File: src/rtl/tap_scan_ctrl.sv
// tap_scan_ctrl: tap-select sequencer that counts gated hits per tap and streams 4-byte result frames to a UART.
module tap_scan_ctrl #(
    parameter int N_TAPS     = 128,
    parameter int SEL_W      = 7,
    parameter int SETTLE_CYC = 4,
    parameter int GATE_CYC   = 1048576
) (
    input  logic             iCLK,
    input  logic             iRESET,
    input  logic             iCMD_DV,
    input  logic [7:0]       iCMD_BYTE,
    input  logic             iHIT,
    output logic [SEL_W-1:0] oSEL,
    output logic             oTX_DV,
    output logic [7:0]       oTX_BYTE,
    input  logic             iTX_DONE,
    output logic             oBUSY
);
    typedef enum logic [2:0] {S_IDLE, S_SETTLE, S_GATE, S_SEND, S_WAIT} state_t;

    localparam logic [23:0]      SETTLE_LAST = 24'(SETTLE_CYC - 1);
    localparam logic [23:0]      GATE_LAST   = 24'(GATE_CYC - 1);
    localparam logic [SEL_W-1:0] LAST_TAP    = SEL_W'(N_TAPS - 1);
    localparam logic [7:0]       N_TAPS_B    = 8'(N_TAPS);

    state_t           r_state;
    logic [SEL_W-1:0] r_sel;
    logic             r_tx_dv;
    logic [7:0]       r_tx_byte;
    logic [23:0]      r_cnt;
    logic [23:0]      r_hits;
    logic [1:0]       r_idx;
    logic             r_sweep;
    logic             r_end;
    logic             r_abort;

    logic       w_abort;
    logic       w_tap_ok;
    logic [7:0] w_next_byte;

    assign w_abort     = iCMD_DV && iCMD_BYTE == 8'hFF;
    assign w_tap_ok    = iCMD_BYTE < N_TAPS_B;
    // r_idx names the byte just sent; the next one is the following count slice
    assign w_next_byte = r_idx == 2'd0 ? r_hits[23:16] : r_idx == 2'd1 ? r_hits[15:8] : r_hits[7:0];

    assign oSEL     = r_sel;
    assign oTX_DV   = r_tx_dv;
    assign oTX_BYTE = r_tx_byte;
    assign oBUSY    = r_state != S_IDLE;

    always_ff @(posedge iCLK or posedge iRESET) begin
        if (iRESET) begin
            r_state   <= S_IDLE;
            r_sel     <= '0;
            r_tx_dv   <= 1'b0;
            r_tx_byte <= '0;
            r_cnt     <= '0;
            r_hits    <= '0;
            r_idx     <= '0;
            r_sweep   <= 1'b0;
            r_end     <= 1'b0;
            r_abort   <= 1'b0;
        end else begin
            r_tx_dv <= 1'b0;
            case (r_state)
                S_IDLE: begin
                    if (iCMD_DV && (w_tap_ok || iCMD_BYTE == 8'h80)) begin
                        r_sel   <= w_tap_ok ? iCMD_BYTE[SEL_W-1:0] : '0;
                        r_sweep <= !w_tap_ok;
                        r_cnt   <= '0;
                        r_end   <= 1'b0;
                        r_abort <= 1'b0;
                        r_state <= S_SETTLE;
                    end
                end
                S_SETTLE: begin
                    if (w_abort) begin
                        r_state <= S_IDLE;
                    end else if (r_cnt == SETTLE_LAST) begin
                        r_cnt   <= '0;
                        r_hits  <= '0;
                        r_state <= S_GATE;
                    end else begin
                        r_cnt <= r_cnt + 24'd1;
                    end
                end
                S_GATE: begin
                    if (w_abort) begin
                        r_state <= S_IDLE;
                    end else begin
                        if (iHIT && r_hits != 24'hFFFFFF)
                            r_hits <= r_hits + 24'd1;
                        if (r_cnt == GATE_LAST) begin
                            r_idx     <= '0;
                            r_tx_dv   <= 1'b1;
                            r_tx_byte <= 8'(r_sel);
                            r_state   <= S_SEND;
                        end else begin
                            r_cnt <= r_cnt + 24'd1;
                        end
                    end
                end
                S_SEND: r_state <= w_abort ? S_IDLE : S_WAIT;
                S_WAIT: begin
                    // an in-flight byte always completes; abort only takes effect at its done
                    if (w_abort && !iTX_DONE) begin
                        r_abort <= 1'b1;
                    end else if (iTX_DONE) begin
                        if (w_abort || r_abort || r_end || (r_idx == 2'd3 && !r_sweep)) begin
                            r_state <= S_IDLE;
                        end else if (r_idx != 2'd3) begin
                            r_idx     <= r_idx + 2'd1;
                            r_tx_dv   <= 1'b1;
                            r_tx_byte <= w_next_byte;
                            r_state   <= S_SEND;
                        end else if (r_sel == LAST_TAP) begin
                            r_end     <= 1'b1;
                            r_tx_dv   <= 1'b1;
                            r_tx_byte <= 8'hFF;
                            r_state   <= S_SEND;
                        end else begin
                            r_sel   <= r_sel + SEL_W'(1);
                            r_cnt   <= '0;
                            r_state <= S_SETTLE;
                        end
                    end
                end
                default: r_state <= S_IDLE;
            endcase
        end
    end
endmodule

File: config.mk
export PLATFORM = sky130hd
export DESIGN_NAME = tap_scan_ctrl
export DESIGN_NICKNAME = d
export VERILOG_FILES = /design/src/rtl/tap_scan_ctrl.sv
export SDC_FILE = /design/constraint.sdc
export NUM_CORES = 1
export LEC_CHECK = 0
export CORE_UTILIZATION = 62
export CTS_CLUSTER_SIZE = 20
export DETAILED_ROUTE_END_ITERATION = 8
export DONT_BUFFER_PORTS = 1
export GPL_ROUTABILITY_DRIVEN = 0
export HOLD_SLACK_MARGIN = 0.1
export PLACE_DENSITY = 0.78
export SYNTH_ARGS = -nofsm -noshare
export SYNTH_HDL_FRONTEND = slang
export SYNTH_SLANG_ARGS = --single-unit
File: constraint.sdc
create_clock -name iCLK -period 5.7 [get_ports iCLK]
set_input_delay 1.14 -clock iCLK [delete_from_list [all_inputs] [get_ports iCLK]]
set_output_delay 1.14 -clock iCLK [all_outputs]
set_load 0.01 [all_outputs]
==> results.toml, run 1 <==
[setup_path]
cp.depth = 6
critPathMaxStageDelay_ns = 0.54
reg2reg_depth = 7
worstPathRequired_ns = 5.95
critPathSlowestCell = "or4_1"
arrival_ns = 3.48
critPathBufInv = 0
timing.critical_path.max_delay_family = "simple AND/OR/NAND/NOR gates"
crit_chain = "or4_1 > o211ai_1 > nand2_1 > a211oi_2 > nand2_1 > o41ai_1"
worstPathMaxFanout = 15
cp_common_cell = "nand2_1"
worstSetupEndpointType = "register"
critPathKind = "in2reg"
start_kind = "input pin"

[floorplanning]
ios = 30
rows = 30
core_sq_mm = 0.00683
dieHeight_microns = 86.3
die_area_sq_mm = 0.00745
die_w_microns = 86.3
initial_core_util_pct = 64.5

[cts]
numCtsBuffers = 9
cts_setup_buffers = 0
cts_tree = "built"
path_clk_slew_ns = 0.08
ctsResizeCount = 0
worstSkewPairLatency_ns = 0.36
ctsLongestPathBuffers = 2
htreeDepth = 3
clock_sinks = 72
cts-root-buf = "clkbuf_8"
hold_buffers = 0

[synthesis]
synth.area.top_cells = "dfrtp_1, o31ai_1, o21ai_0"
synthFlopType = "dfrtp_1"
synth.most_common_cell = "dfrtp_1"
ys_seq_elements = 72
seq_area_frac_synth_pct = 40.9
synth.distinct_cells = 61
syn-num-nets = 514
ys_top_cells_by_count = "dfrtp_1, nand2_1, o21ai_0, nor2_1, a21oi_1"
synth-edff-count = 0
syn_inst = 495
syn_area_sq_mm = 0.00441
async_reset_ff_share_pct = 100
yosys.area.top_type = "dfrtp_1"
synth_top_area_share_pct = 40.9
yosys_warnings = 0
syn_area_per_cell_sq_um = 8.91

[worst_hold_path]
hold_path_depth = 1
hold_path_class = "reg2reg"

[drt]
drt-total-wl_microns = 10700
avgViaCountPerCell = 6.94
wl_per_cell_microns = 18.3
dr_total_vias = 4066
dr.pass1.iters = 7
ant_nets = 0
drc = 0
drtIter0Drc = 471

[cells_and_area]
final_area_sq_mm = 0.00470
n_antenna_cell = 0
nets = 504
syn2layout_area_growth_pct = 6.50
drive_gt1_share_pct = 9.80

[pwr]
p_int_uw = 1160
p_switching_uw = 813
peakVddDrop_mv = 0.317
p_clk_share_pct = 24.4
pwr-share-comb_pct = 38.1
power.leakage_uw = 0.00193
power.density_mw_per_mm2 = 419
swShare_pct = 41.3
power_frac_seq_pct = 37.5
p_total_uw = 1970

[status]
outcome = "finished clean"

[sta]
timing.fmax_ghz = 0.310
fin_setup_tns_ns = 0
rsz0062_at_grt = "false"
min_period_ns = 3.23
fin_crit_sh_pct = 56.7
holdWs_ns = 0.494
final_max_slew_viol_count = 0
worst_pin_slew_ns = 1.01
hold_violations = 0
setup_viol = 0
relSlewSlack_pct = 32.7
fin_skew_ns = 0.0108

[placed_design]
port_buffers = 0
placed_area_sq_mm = 0.00446
post-dp-hpwl_microns = 7390

[global_routing]
grt_max_degree = 73
grt-ovfl-total = 0
antenna_found_initial = 0
grt_pass1_vias = 3716
grt_pass1_wl_microns = 17800
grt_usage_pct = 30.5

[job]
maxCapViolCount = 0
-- worst register-to-register path: cells and delay by family (launching register included) --
family                     cells  cell delay (ns)
AOI/OAI and AO/OA              1             0.51
and+or+nand+nor                4             1.55
adders and majority gates      1             0.20
muxes                          1             0.40
DFF                            1             0.41
-- placed cells by master (no fill, tap or decap), types with 15 or more instances in the layout --
cell      n
a21oi_1  32
dfrtp_1  72
inv_1    15
mux2_2   16
nand2_1  47
nand3_1  30
nor2_1   34
o21ai_0  37
o31ai_1  30
-- sequential cells by signal, indices dropped and copies added, names as in the netlist --
register	count
oTX_DV	1
oTX_BYTE	8
r_state	3
r_abort	1
r_hits	24
r_sweep	1
oSEL	7
r_idx	2
r_end	1
r_cnt	24
-- layout make-up --
type | instances | area (sq um)
well taps | 96 | 120
inverters | 16 | 60.1
repair buffers | 3 | 22.5
flip-flops and latches | 72 | 1800
fillers | 586 | 2140
multi-input cells | 383 | 2450
clock buffers | 12 | 165
clock inverters | 4 | 75.1
-- cell families after synthesis --
kind of cell,share of synthesized area (%)
AO/OA/AOI/OAI,24.5
multiplexers,5.90
flip-flops,40.9
XOR/XNOR,1.39
AND/OR/NAND/NOR,21.9
buffers and inverters,3.69
adder cells (fa/ha/maj),1.70
-- metal layers --
| metal | global-route usage (%) | vias to the layer above | part of all wire (%) |
|---|---|---|---|
| li1 | - | 1878 | - |
| met1 | 44.7 | 1980 | 45 |
| met2 | 45.6 | 187 | 46 |
| met3 | 4.48 | 21 | 7.4 |
| met4 | 12.0 | 0 | 2.0 |
| met5 | 0 | - | 0 |
-- per-stage QoR --
stage | util [%] | worst slack (ns) | std cells
final | 68.7 | 2.47 | 586
after global routing | 68.7 | 2.28 | 586
after detailed placement | 65.2 | 2.11 | 570
after global placement | 65.2 | 2.22 | 570
after CTS | 68.7 | 2.50 | 586
after floorplan | - | 2.65 | 495
-- final timing paths --
| check | start | to | slack, ns |
|---|---|---|---|
| min reg2reg | r_end | r_end | 0.49 |
| min | r_end | r_end | 0.49 |
| min in group asynchronous | iRESET | r_cnt[9] | 0.95 |
| max in group asynchronous | iRESET | r_cnt[14] | 4.17 |
| max reg2reg | r_cnt[0] | oTX_BYTE[4] | 2.50 |
| max | iCMD_BYTE[3] | r_cnt[9] | 2.47 |
-- power groups by stage --
| stage | sequential, uW | combinational (uW) | clock [uW] |
|---|---|---|---|
| 2_1_floorplan | 696 | 621 | 0 |
| 3_3_place_gp | 740 | 718 | 0 |
| 3_5_place_dp | 747 | 741 | 0 |
| 4_1_cts | 737 | 744 | 484 |
| 5_1_grt | 753 | 830 | 506 |
| 6_report | 737 | 751 | 481 |
Power figures use the tool's default switching activity.
==> run 2: changes to the inputs <==
==> constraint.sdc (replaced) <==
create_clock -name iCLK -period 3.1 [get_ports iCLK]
set_input_delay 0.62 -clock iCLK [delete_from_list [all_inputs] [get_ports iCLK]]
set_output_delay 0.62 -clock iCLK [all_outputs]
set_load 0.01 [all_outputs]
==> run 2 against run 1 <==
Worst setup slack got worse by 2.2 ns. Core utilization grew 1.9 points. Non-clock buffer count is 14 higher. Global-route usage rose by 0.49 points. Final cell count up 2.4%. Flip-flop and latch count unchanged. Critical endpoint is now r_hits[19]. Highest routed layer unchanged.
==> results.toml, run 2 (same netlist as run 1, synthesis figures left out) <==
[status]
outcome = "finished clean"

[pwr]
p_total_uw = 3790
p_switching_uw = 1510
pwr-share-comb_pct = 39.3
power.density_mw_per_mm2 = 784
swShare_pct = 39.9
power.leakage_uw = 0.00202
p_clk_share_pct = 24.9
p_int_uw = 2280
peakVddDrop_mv = 0.442
power_frac_seq_pct = 35.9

[cts]
ctsResizeCount = 0
worstSkewPairLatency_ns = 0.35
hold_buffers = 0
clock_sinks = 72
cts-root-buf = "clkbuf_8"
ctsLongestPathBuffers = 2
cts_tree = "built"
path_clk_slew_ns = 0.08
cts_setup_buffers = 0
numCtsBuffers = 9
htreeDepth = 3

[drt]
wl_per_cell_microns = 18.2
drc = 0
dr.pass1.iters = 5
avgViaCountPerCell = 6.73
drtIter0Drc = 416
drt-total-wl_microns = 10900
ant_nets = 0
dr_total_vias = 4035

[worst_hold_path]
hold_path_class = "in2async"

[global_routing]
grt_max_degree = 36
grt_pass1_vias = 3828
grt_usage_pct = 31.0
grt_pass1_wl_microns = 18200
antenna_found_initial = 0
grt-ovfl-total = 0

[floorplanning]
die_w_microns = 86.3
ios = 30
rows = 30
dieHeight_microns = 86.3
core_sq_mm = 0.00683
initial_core_util_pct = 64.5
die_area_sq_mm = 0.00745

[job]
maxCapViolCount = 0

[sta]
setup_ws_ns = 0.298
fin_setup_tns_ns = 0
hold_violations = 0
rsz0062_at_grt = "false"
setup_viol = 0
worst_pin_slew_ns = 0.784
final_max_slew_viol_count = 0
fin_crit_sh_pct = 90.4
relSlewSlack_pct = 47.7
min_period_ns = 2.80
fin_skew_ns = 0.0100
timing.fmax_ghz = 0.357

[setup_path]
worstSetupEndpointType = "register"
arrival_ns = 3.08
worstPathRequired_ns = 3.37
critPathKind = "reg2reg"
reg2reg_slack_ns = 0.30
start_kind = "register"
worstPathMaxFanout = 22

[cells_and_area]
final_area_sq_mm = 0.00483
fin_util_pct = 70.7
nets = 518
drive_gt1_share_pct = 12.3
final_cell_mix = "dfrtp_1, nand2_1, o21ai_0, nor2_1, a21oi_1"
n_antenna_cell = 0
layout_commonest_cell = "dfrtp_1"
fillers = 547
syn2layout_area_growth_pct = 9.48

[placed_design]
dp_slack_ns = 0.310
post-dp-hpwl_microns = 7750
placed_area_sq_mm = 0.00457
port_buffers = 0
[run 2: cell count changes in the layout (fill, tap and decap cells not counted), sizes merged]
cell / delta
clkbuf: -1
bufinv: +1
clkinvlp: -1
clkinv: +1
buf: +14
[run 2: worst paths after layout]
path                               from         end  cells after the start
hold reg to reg                 r_sweep     r_sweep                      2
hold / removal                   iRESET   r_cnt[21]                      1
setup / recovery              r_cnt[11]  r_hits[19]                      6
max in group asynchronous        iRESET  r_hits[14]                      2
min in group iCLK          iCMD_BYTE[2]     oSEL[2]                      2
setup reg to reg              r_cnt[11]  r_hits[19]                      6
[run 2: layout make-up]
type	count	area (sq um)	share of cell area [%]
inverters	16	60.1	1.24
repair buffers	17	140	2.90
flip-flops and latches	72	1800	37.3
multi-input cells	383	2450	50.8
well taps	96	120	2.49
clock buffers	11	151	3.14
clock inverters	5	103	2.13
[run 2: power groups by stage]
| stage | sequential (uW) | clock (uW) | combinational, uW |
|---|---|---|---|
| final | 1360 | 941 | 1490 |
| after global routing | 1380 | 982 | 1640 |
| after CTS | 1350 | 940 | 1470 |
| after detailed placement | 1370 | 0 | 1460 |
| after global placement | 1360 | 0 | 1420 |
| after floorplan | 1280 | 0 | 1140 |
[run 2: routing by layer]
layer  vias to the layer above  global-route usage, %  routed length [microns]
met4                         0                   10.3                      163
met1                      1962                   44.3                     5000
li1                       1897                      -                        -
met5                         -                      0                        0
met3                        17                   6.10                      699
met2                       159                   47.4                     5030
[run 2: worst max-delay path, stage by stage, from the launching register on]
cell and delay, ns:
dfrtp_1 0.43, or4_1 0.53, or4_4 0.53, nor3_4 0.25, o21ai_2 0.27, or4_1 0.55
a21oi_1 0.18
[run 2: metrics by stage]
step	instances	hold WS, ns
floorplan	495	0.450
global placement	584	0.468
detailed placement	584	0.473
CTS	600	0.288
global route	600	0.341
finish	600	0.271
